<file path="src/rtl/axilite_gpio_slave_if.sv">
// AXI-Lite bus bundle for the GPIO slave: master drives requests, slave drives responses.
interface axilite_gpio_slave_if #(
   parameter int unsigned ADDR_WIDTH = 32,
   parameter int unsigned DATA_WIDTH = 32
);
   logic [ADDR_WIDTH-1:0]   awaddr;
   logic                    awvalid;
   logic                    awready;
   logic [DATA_WIDTH-1:0]   wdata;
   logic [DATA_WIDTH/8-1:0] wstrb;
   logic                    wvalid;
   logic                    wready;
   logic [1:0]              bresp;
   logic                    bvalid;
   logic                    bready;
   logic [ADDR_WIDTH-1:0]   araddr;
   logic                    arvalid;
   logic                    arready;
   logic [DATA_WIDTH-1:0]   rdata;
   logic [1:0]              rresp;
   logic                    rvalid;
   logic                    rready;

   modport master (
      output awaddr, awvalid, wdata, wstrb, wvalid, bready, araddr, arvalid, rready,
      input  awready, wready, bresp, bvalid, arready, rdata, rresp, rvalid
   );

   modport slave (
      input  awaddr, awvalid, wdata, wstrb, wvalid, bready, araddr, arvalid, rready,
      output awready, wready, bresp, bvalid, arready, rdata, rresp, rvalid
   );
endinterface

</file>
<file path="src/rtl/axilite_gpio_slave.sv">
// AXI-Lite GPIO slave: OUT / IN / IRQ_EN / IRQ_STAT registers, rising-edge interrupts on the
// synchronized inputs, independent write and read channel FSMs.
module axilite_gpio_slave #(
   parameter int unsigned NUM_GPIO   = 1,
   parameter int unsigned ADDR_WIDTH = 32,
   parameter int unsigned DATA_WIDTH = 32
) (
   input  logic                clock_i,
   input  logic                reset_i,
   axilite_gpio_slave_if.slave s_axilite,
   input  logic [NUM_GPIO-1:0] gpio_in_i,
   output logic [NUM_GPIO-1:0] gpio_out_o,
   output logic                irq_o
);
   localparam int unsigned STRB_WIDTH = DATA_WIDTH / 8;

   localparam logic [1:0] RESP_OKAY   = 2'b00;
   localparam logic [1:0] RESP_SLVERR = 2'b10;

   localparam logic [1:0] REG_OUT      = 2'd0;
   localparam logic [1:0] REG_IN       = 2'd1;
   localparam logic [1:0] REG_IRQ_EN   = 2'd2;
   localparam logic [1:0] REG_IRQ_STAT = 2'd3;

   typedef enum logic [1:0] {W_IDLE, W_HAVE_AW, W_HAVE_W, W_RESP} w_state_e;
   typedef enum logic {R_IDLE, R_DATA} r_state_e;

   w_state_e w_state_q, w_state_d;
   r_state_e r_state_q, r_state_d;

   logic [ADDR_WIDTH-1:0] awaddr_q, awaddr_d;
   logic [DATA_WIDTH-1:0] wdata_q, wdata_d;
   logic [STRB_WIDTH-1:0] wstrb_q, wstrb_d;
   logic [1:0]            bresp_q, bresp_d;
   logic [DATA_WIDTH-1:0] rdata_q, rdata_d;

   logic [NUM_GPIO-1:0] out_q, out_d;
   logic [NUM_GPIO-1:0] en_q, en_d;
   logic [NUM_GPIO-1:0] stat_q, stat_d;
   logic [NUM_GPIO-1:0] sync1_q, sync2_q, prev_q;
   logic                irq_q, irq_d;

   logic aw_ready, w_ready, b_valid, ar_ready, r_valid;

   // Write event: asserted on the cycle both address and data are in hand
   logic                  do_write;
   logic [ADDR_WIDTH-1:0] wr_addr;
   logic [DATA_WIDTH-1:0] wr_data;
   logic [STRB_WIDTH-1:0] wr_strb;

   logic [DATA_WIDTH-1:0] wr_mask, out_ext, en_ext, merged_out, merged_en, rd_word;
   logic [NUM_GPIO-1:0]   w1c, rise;

   // Write channel FSM: next state, capture of early AW/W, write event and response code
   always_comb begin
      w_state_d = w_state_q;
      awaddr_d  = awaddr_q;
      wdata_d   = wdata_q;
      wstrb_d   = wstrb_q;
      bresp_d   = bresp_q;
      aw_ready  = 1'b0;
      w_ready   = 1'b0;
      b_valid   = 1'b0;
      do_write  = 1'b0;
      wr_addr   = awaddr_q;
      wr_data   = wdata_q;
      wr_strb   = wstrb_q;
      unique case (w_state_q)
         W_IDLE: begin
            aw_ready = 1'b1;
            w_ready  = 1'b1;
            if (s_axilite.awvalid && s_axilite.wvalid) begin
               do_write  = 1'b1;
               wr_addr   = s_axilite.awaddr;
               wr_data   = s_axilite.wdata;
               wr_strb   = s_axilite.wstrb;
               w_state_d = W_RESP;
            end else if (s_axilite.awvalid) begin
               awaddr_d  = s_axilite.awaddr;
               w_state_d = W_HAVE_AW;
            end else if (s_axilite.wvalid) begin
               wdata_d   = s_axilite.wdata;
               wstrb_d   = s_axilite.wstrb;
               w_state_d = W_HAVE_W;
            end
         end
         W_HAVE_AW: begin
            w_ready = 1'b1;
            if (s_axilite.wvalid) begin
               do_write  = 1'b1;
               wr_data   = s_axilite.wdata;
               wr_strb   = s_axilite.wstrb;
               w_state_d = W_RESP;
            end
         end
         W_HAVE_W: begin
            aw_ready = 1'b1;
            if (s_axilite.awvalid) begin
               do_write  = 1'b1;
               wr_addr   = s_axilite.awaddr;
               w_state_d = W_RESP;
            end
         end
         W_RESP: begin
            b_valid = 1'b1;
            if (s_axilite.bready) begin
               w_state_d = W_IDLE;
            end
         end
         default: w_state_d = W_IDLE;
      endcase
      if (do_write) begin
         bresp_d = (wr_addr[3:2] == REG_IN) ? RESP_SLVERR : RESP_OKAY;
      end
   end

   // Register next state: strobed OUT/IRQ_EN updates, W1C with edge-set priority, irq level
   always_comb begin
      wr_mask = '0;
      for (int i = 0; i < STRB_WIDTH; i++) begin
         wr_mask[8*i +: 8] = {8{wr_strb[i]}};
      end
      out_ext                 = '0;
      out_ext[NUM_GPIO-1:0]   = out_q;
      en_ext                  = '0;
      en_ext[NUM_GPIO-1:0]    = en_q;
      merged_out = (out_ext & ~wr_mask) | (wr_data & wr_mask);
      merged_en  = (en_ext & ~wr_mask) | (wr_data & wr_mask);
      out_d = out_q;
      en_d  = en_q;
      w1c   = '0;
      if (do_write) begin
         case (wr_addr[3:2])
            REG_OUT:      out_d = merged_out[NUM_GPIO-1:0];
            REG_IRQ_EN:   en_d  = merged_en[NUM_GPIO-1:0];
            REG_IRQ_STAT: w1c   = wr_data[NUM_GPIO-1:0];
            default:      ;
         endcase
      end
      rise   = sync2_q & ~prev_q;
      stat_d = (stat_q & ~w1c) | rise;
      irq_d  = |(stat_q & en_q);
   end

   // Read data mux on current register values, so a same-cycle write is not yet visible
   always_comb begin
      rd_word = '0;
      case (s_axilite.araddr[3:2])
         REG_OUT:    rd_word[NUM_GPIO-1:0] = out_q;
         REG_IN:     rd_word[NUM_GPIO-1:0] = sync2_q;
         REG_IRQ_EN: rd_word[NUM_GPIO-1:0] = en_q;
         default:    rd_word[NUM_GPIO-1:0] = stat_q;
      endcase
   end

   // Read channel FSM: capture data on AR handshake, hold until accepted
   always_comb begin
      r_state_d = r_state_q;
      rdata_d   = rdata_q;
      ar_ready  = 1'b0;
      r_valid   = 1'b0;
      unique case (r_state_q)
         R_IDLE: begin
            ar_ready = 1'b1;
            if (s_axilite.arvalid) begin
               rdata_d   = rd_word;
               r_state_d = R_DATA;
            end
         end
         R_DATA: begin
            r_valid = 1'b1;
            if (s_axilite.rready) begin
               r_state_d = R_IDLE;
            end
         end
         default: r_state_d = R_IDLE;
      endcase
   end

   // Write channel state and captured AW/W fields
   always_ff @(posedge clock_i) begin
      if (reset_i) begin
         w_state_q <= W_IDLE;
         awaddr_q  <= '0;
         wdata_q   <= '0;
         wstrb_q   <= '0;
         bresp_q   <= RESP_OKAY;
      end else begin
         w_state_q <= w_state_d;
         awaddr_q  <= awaddr_d;
         wdata_q   <= wdata_d;
         wstrb_q   <= wstrb_d;
         bresp_q   <= bresp_d;
      end
   end

   // Read channel state and held read data
   always_ff @(posedge clock_i) begin
      if (reset_i) begin
         r_state_q <= R_IDLE;
         rdata_q   <= '0;
      end else begin
         r_state_q <= r_state_d;
         rdata_q   <= rdata_d;
      end
   end

   // GPIO registers, input synchronizer, edge history and interrupt output
   always_ff @(posedge clock_i) begin
      if (reset_i) begin
         out_q   <= '0;
         en_q    <= '0;
         stat_q  <= '0;
         sync1_q <= '0;
         sync2_q <= '0;
         prev_q  <= '0;
         irq_q   <= 1'b0;
      end else begin
         out_q   <= out_d;
         en_q    <= en_d;
         stat_q  <= stat_d;
         sync1_q <= gpio_in_i;
         sync2_q <= sync1_q;
         prev_q  <= sync2_q;
         irq_q   <= irq_d;
      end
   end

   assign s_axilite.awready = aw_ready;
   assign s_axilite.wready  = w_ready;
   assign s_axilite.bvalid  = b_valid;
   assign s_axilite.bresp   = bresp_q;
   assign s_axilite.arready = ar_ready;
   assign s_axilite.rvalid  = r_valid;
   assign s_axilite.rdata   = rdata_q;
   assign s_axilite.rresp   = RESP_OKAY;

   assign gpio_out_o = out_q;
   assign irq_o      = irq_q;

   // Only address bits [3:2] decode; bits above NUM_GPIO are dropped
   logic unused_bits;
   assign unused_bits = ^{wr_addr, s_axilite.araddr, merged_out, merged_en, wr_data};
endmodule

</file>
<file path="src/flat_wrapper.sv">
// flat-port wrapper written by rule: the top's interface ports become plain ports
module axilite_gpio_slave_flat 
#(
   parameter int unsigned NUM_GPIO   = 1,
   parameter int unsigned ADDR_WIDTH = 32,
   parameter int unsigned DATA_WIDTH = 32
)
  (clock_i, reset_i, gpio_in_i, gpio_out_o, irq_o, s_axilite_awaddr, s_axilite_awvalid, s_axilite_wdata, s_axilite_wstrb, s_axilite_wvalid, s_axilite_bready, s_axilite_araddr, s_axilite_arvalid, s_axilite_rready, s_axilite_awready, s_axilite_wready, s_axilite_bresp, s_axilite_bvalid, s_axilite_arready, s_axilite_rdata, s_axilite_rresp, s_axilite_rvalid);
  axilite_gpio_slave_if #(.ADDR_WIDTH(ADDR_WIDTH), .DATA_WIDTH(DATA_WIDTH)) s_axilite_i ();
  input  logic clock_i;
  input  logic reset_i;
  input  logic [NUM_GPIO-1:0] gpio_in_i;
  output logic [NUM_GPIO-1:0] gpio_out_o;
  output logic irq_o;
  input wire logic [$bits(s_axilite_i.awaddr)-1:0] s_axilite_awaddr;
  input wire logic [$bits(s_axilite_i.awvalid)-1:0] s_axilite_awvalid;
  input wire logic [$bits(s_axilite_i.wdata)-1:0] s_axilite_wdata;
  input wire logic [$bits(s_axilite_i.wstrb)-1:0] s_axilite_wstrb;
  input wire logic [$bits(s_axilite_i.wvalid)-1:0] s_axilite_wvalid;
  input wire logic [$bits(s_axilite_i.bready)-1:0] s_axilite_bready;
  input wire logic [$bits(s_axilite_i.araddr)-1:0] s_axilite_araddr;
  input wire logic [$bits(s_axilite_i.arvalid)-1:0] s_axilite_arvalid;
  input wire logic [$bits(s_axilite_i.rready)-1:0] s_axilite_rready;
  output wire logic [$bits(s_axilite_i.awready)-1:0] s_axilite_awready;
  output wire logic [$bits(s_axilite_i.wready)-1:0] s_axilite_wready;
  output wire logic [$bits(s_axilite_i.bresp)-1:0] s_axilite_bresp;
  output wire logic [$bits(s_axilite_i.bvalid)-1:0] s_axilite_bvalid;
  output wire logic [$bits(s_axilite_i.arready)-1:0] s_axilite_arready;
  output wire logic [$bits(s_axilite_i.rdata)-1:0] s_axilite_rdata;
  output wire logic [$bits(s_axilite_i.rresp)-1:0] s_axilite_rresp;
  output wire logic [$bits(s_axilite_i.rvalid)-1:0] s_axilite_rvalid;
  assign s_axilite_i.awaddr = s_axilite_awaddr;
  assign s_axilite_i.awvalid = s_axilite_awvalid;
  assign s_axilite_i.wdata = s_axilite_wdata;
  assign s_axilite_i.wstrb = s_axilite_wstrb;
  assign s_axilite_i.wvalid = s_axilite_wvalid;
  assign s_axilite_i.bready = s_axilite_bready;
  assign s_axilite_i.araddr = s_axilite_araddr;
  assign s_axilite_i.arvalid = s_axilite_arvalid;
  assign s_axilite_i.rready = s_axilite_rready;
  assign s_axilite_awready = s_axilite_i.awready;
  assign s_axilite_wready = s_axilite_i.wready;
  assign s_axilite_bresp = s_axilite_i.bresp;
  assign s_axilite_bvalid = s_axilite_i.bvalid;
  assign s_axilite_arready = s_axilite_i.arready;
  assign s_axilite_rdata = s_axilite_i.rdata;
  assign s_axilite_rresp = s_axilite_i.rresp;
  assign s_axilite_rvalid = s_axilite_i.rvalid;
  axilite_gpio_slave #(.NUM_GPIO(NUM_GPIO), .ADDR_WIDTH(ADDR_WIDTH), .DATA_WIDTH(DATA_WIDTH)) u_core (.clock_i(clock_i), .reset_i(reset_i), .s_axilite(s_axilite_i), .gpio_in_i(gpio_in_i), .gpio_out_o(gpio_out_o), .irq_o(irq_o));
endmodule
</file>
<file path="config.mk">
export PLATFORM = sky130hd
export DESIGN_NAME = axilite_gpio_slave_flat
export DESIGN_NICKNAME = d
export VERILOG_FILES = /design/src/rtl/axilite_gpio_slave_if.sv /design/src/rtl/axilite_gpio_slave.sv /design/src/flat_wrapper.sv
export SDC_FILE = /design/constraint.sdc
export NUM_CORES = 1
export LEC_CHECK = 0
export BUFFER_PORTS_ARGS = -buffer_cell sky130_fd_sc_hd__buf_2
export CAP_MARGIN = 20
export CORE_UTILIZATION = 29
export CTS_CLUSTER_SIZE = 20
export DETAILED_ROUTE_END_ITERATION = 16
export PLACE_DENSITY = 0.75
export RECOVER_POWER = 25
export SYNTH_ARGS = -nofsm -noshare
export SYNTH_HDL_FRONTEND = slang
export SYNTH_SLANG_ARGS = --single-unit
export TNS_END_PERCENT = 1
</file>
<file path="constraint.sdc">
create_clock -name clock_i -period 1.8 [get_ports clock_i]
set_clock_uncertainty 0.05 [all_clocks]
set_input_delay 0.36 -clock clock_i [delete_from_list [all_inputs] [get_ports clock_i]]
set_output_delay 0.36 -clock clock_i [all_outputs]
set_load 0.05 [all_outputs]
</file>
[After elaboration in Yosys (flattened, before gate mapping)]
Cells that the tools add are included.
Word-level totals
  register bits after elaboration: 81
  input bits: 108
  output and inout port bits: 43
  word-level logic and storage cells: 85
Operators by class
  eq/ne operators: 12
  multiplexer cells: 32
  bitwise gates (word level): 15
  reductions and logical operators: 12
Operator list (number)
  $mux W32: 2
  $mux W1: 14
  $mux W2: 7
  $eq A2 B2 Y1 const B: 5
  $mux W4: 2
  $pmux W2 S4: 1
  $pmux W4 S2: 1
  $reduce_and A2 Y1: 4
  $and A1 B1 Y1: 6
  $eq A2 B1 Y1 const B: 3
  $logic_not A2 Y1: 3
  $ne A2 B2 Y1 const B: 3
  $not A1 Y1: 6
  $pmux W1 S2: 3
  $pmux W1 S3: 2
  $ne A4 B3 Y1 const B: 1
  $reduce_and A4 Y1: 1
  $reduce_or A2 Y1: 2
  $or A1 B1 Y1: 3
  $reduce_and A3 Y1: 1
  $logic_and A1 B1 Y1: 1

[Logic depth before layout (Yosys ltp)]
  depth after elaboration: 9
  mapped depth: 8
  depth with buffers taken out: 7

[Worst setup path after synthesis]
No wires, ideal clock.
  kind: register to register
  from: register u_core.w_state_q[0]
  to: register (tool-made name)
  library setup time: 0.135 ns
  arrival: 1.640 ns
  required time: 1.615 ns
  path slack: -0.025 ns
  cell stages (with the launch flop): 9
  path buffers: 1
  clock period less this slack: 1.825 ns
  path through: dfxtp_1 -> inv_1 -> ha_1 -> buf_2 -> o21ai_1 -> a32o_1 -> o211ai_1 -> o311ai_0 -> o41ai_1
RTL lines
  start, declared: line axilite_gpio_slave.sv:28  | w_state_e w_state_q, w_state_d;
  start signal, assigned: line axilite_gpio_slave.sv:189  | w_state_q <= w_state_d;

[Worst setup path after layout]
  from: register u_core.w_state_q[1]
  to: output port s_axilite_awready
Between the ends
  cells in the longest elaborated chain, start to end: 3
  elaborated cells between the ends (all ways): 4
  those cells by class: eq/ne: 1; mux: 1; reduce/logical: 2
RTL lines
  $eq A2 B2 Y1 / $logic_not A2 Y1 (equally long branches): line axilite_gpio_slave.sv:68  | unique case (w_state_q)
  $reduce_or A2 Y1 (no line) (*)
  $mux W1 (*): line axilite_gpio_slave.sv:68
  end, declared: line flat_wrapper.sv:24  | output wire logic [$bits(s_axilite_i.awready)-1:0] s_axilite_awready;
Mark *: on every way between the ends. The rest lies on a longest branch, timed or not.

==> impl_metrics.csv <==
group,metric,value,unit
outcome,status,"finished with violations",
outcome,violations,"negative setup slack",
sta,max-slew-margin-rel,55.6,%
critical_path,critPathMaxFanout,4,
place,gp_congestion,0.781,
detailed_routing,drt-initial-drc-count,24,
final_layout,area_delta_synth_final,19.1,%
sta,finalSetupViolCount,1,
final_layout,mostFrequentLayoutCell,"conb_1",
sta,rsz0062_at_grt,"yes",
synthesis,synth-seq-cells,16,
final_layout,layout.nets,280,
sta,hold_viol,0,
critical_path,worstSetupPathType,"flop to primary output",
sta,max_freq,547,MHz
final_layout,final_cells,214,
final_layout,layout_common_cells,"conb_1 (34), buf_2 (19), dfxtp_1 (14)",
synthesis,synth_cell_types,36,
detailed_routing,avgRoutedWirePerCell,10.5,um
floorplan,die_w,65.5,um
flow_run,drv_cap,0,
sta,maxSlewViolCount,0,
synthesis,synth.yosys.seq_area_share,27.4,%
worst_hold_path,hold_start,"s_axilite_rready",
cts,cts_tree,"built",
critical_path,worstSetupStartpoint,"u_core.w_state_q[1]",
grt,antenna_found_initial,0,
sta,fin_ws,-29.2,ps
detailed_routing,ant_nets,0,
critical_path,required,1390,ps
floorplan,rows,22,
synthesis,ys_warn_count,0,
cts,cts_root_buf,"clkbuf_8",
detailed_routing,dr.pass1.iters,4,
synthesis,synth_area,0.00117,sq mm
floorplan,start_util,31.0,%
cts,clock_sink_count,16,
final_layout,layout-drive-gt1-share,34.3,%
floorplan,core,0.00377,sq mm
detailed_routing,dr_total_vias,910,
power_and_ir_drop,power_density,1500,mW/mm^2
cts,cts_hold_buf,0,
floorplan,ios,151,
worst_hold_path,min_path_type,"primary input to flop",
critical_path,r2r-start,"u_core.w_state_q[1]",
cts,clk_pin_slew,70,ps
grt,grt_max_degree,14,
sta,worst_pin_slew,666,ps
floorplan,die_area,0.00429,sq mm
final_layout,antenna_cells,0,
critical_path,worst_setup_path_start_kind,"flop",
cts,cts_buffer_depth,2,
place,placed_cells,207,
grt,first_global_vias,784,
cts,numCtsBuffers,3,
detailed_routing,drt-vias-per-instance,4.25,
grt,grt_usage,10.5,%
cts,h-tree-depth,1,
grt,grt-ovfl-total,0,
place,dp_hpwl,1610,um
place,io_buffers,22,
power_and_ir_drop,p_leak,0.000674,uW
detailed_routing,post-route-drc-count,0,
critical_path,arrival,1420,ps
floorplan,die_y,65.5,um
synthesis,avgSynthCellArea,8.60,sq um
synthesis,synth_cells,136,
grt,grt_pass1_wl,3380,um
power_and_ir_drop,total_power,2100,uW
power_and_ir_drop,irDropWorstVdd,0.00101,V
sta,fin_crit_sh,102,%
cts,worst_skew_pair.late_latency,260,ps
sta,fin_crit,1830,ps
detailed_routing,totalWireLength,2260,um
critical_path,critPathCaptureType,"primary output",
-- cells in the mapped netlist --
| library cell | n | area, sq um |
|---|---|---|
| o21ai_1 | 2 | 10.0 |
| a21oi_1 | 3 | 15.0 |
| o21ai_2 | 1 | 8.76 |
| or2_2 | 2 | 12.5 |
| o21ai_0 | 2 | 10.0 |
| and3_2 | 2 | 15.0 |
| and3_1 | 2 | 12.5 |
| buf_4 | 35 | 263 |
| a32oi_1 | 1 | 8.76 |
| dfxtp_1 | 16 | 320 |
| a211oi_1 | 2 | 15.0 |
| nand2b_2 | 1 | 8.76 |
| inv_1 | 9 | 33.8 |
| nand4b_1 | 1 | 8.76 |
| o41ai_1 | 1 | 8.76 |
| nor3b_1 | 1 | 7.51 |
| o211ai_1 | 1 | 7.51 |
| o221a_2 | 1 | 11.3 |
| nand3_1 | 4 | 20.0 |
| nor2b_1 | 4 | 25.0 |
| o311ai_0 | 1 | 8.76 |
| mux2i_1 | 7 | 70.1 |
| buf_2 | 1 | 5.00 |
| nor2_1 | 10 | 37.5 |
| a21o_2 | 1 | 8.76 |
| buf_6 | 2 | 22.5 |
| a221o_1 | 2 | 20.0 |
| a32o_1 | 2 | 20.0 |
| a21boi_0 | 2 | 15.0 |
| mux4_2 | 1 | 22.5 |
| ha_1 | 5 | 62.6 |
| a31oi_1 | 1 | 6.26 |
| or3b_1 | 1 | 8.76 |
| nand2_1 | 7 | 26.3 |
| conb_1 | 1 | 3.75 |
| a22o_2 | 1 | 10.0 |
-- worst paths after layout --
check	end	slack (ps)	cells after the start
max	s_axilite_awready	-30	5
min	u_core.r_state_q	230	2
max reg2reg	u_core.s_axilite.bresp[1]	20	6
min reg2reg	u_core.sync2_q	390	1
-- area by class of cell --
type | instances | area, sq um
tap | 48 | 60.1
clock buffer | 4 | 55.1
multi-input combinational | 106 | 716
timing repair buffer | 31 | 204
inverter | 9 | 36.3
fill | 402 | 2380
sequential | 16 | 323
-- where the power goes --
part,switching [uW],internal (uW)
Clock,134,195
Sequential,30.7,401
Combinational,768,567
-- layer usage --
layer / GRT usage (%) / vias up / wire, um
li1: - / 453 / -
met1: 12.2 / 403 / 985
met2: 17.0 / 50 / 1070
met3: 2.95 / 4 / 158
met4: 6.25 / 0 / 43
met5: 0 / - / 0
-- repair_timing --
| item | 4_1_cts | 5_1_grt |
|---|---|---|
| buffers inserted | 3 | 0 |
| pin swaps | 2 | 4 |
| resized for setup | 20 | 7 |
| gates cloned | 0 | 0 |
| setup endpoints to repair | 5 | 6 |
-- stage by stage --
step / setup TNS (ps) / cell area [sq um] / utilization, % / setup slack (ps) / hold WS, ps
CTS: -28.7 / 1360 / 36.1 / -28.7 / 229
finish: -29.2 / 1390 / 37.0 / -29.2 / 233
detailed placement: -203 / 1220 / 32.3 / -58.4 / 370
global placement: -80.0 / 1220 / 32.3 / -25.3 / 370
floorplan: -1.38 / 1290 / - / -1.38 / 364
global route: -212 / 1390 / 37.0 / -65.5 / 233
-- worst max-delay path, cell delays in order (launching register included) --
cell and delay [ps]:
dfxtp_2 330, buf_4 140, ha_4 170, buf_4 140, or2_4 250, buf_8 150
-- cells by family (layout without fill, tap and decap cells) --
family	count (synthesis)	after routing	synth area share (%)
buf+inv	47	44	27.7
simple gates	35	35	15.6
compound gates	24	24	15.7
flops	16	16	27.4
mux	8	8	7.91
fa+ha+maj	5	5	5.35
other cells	1	34	0.321
(Power assumes the default switching activity.)
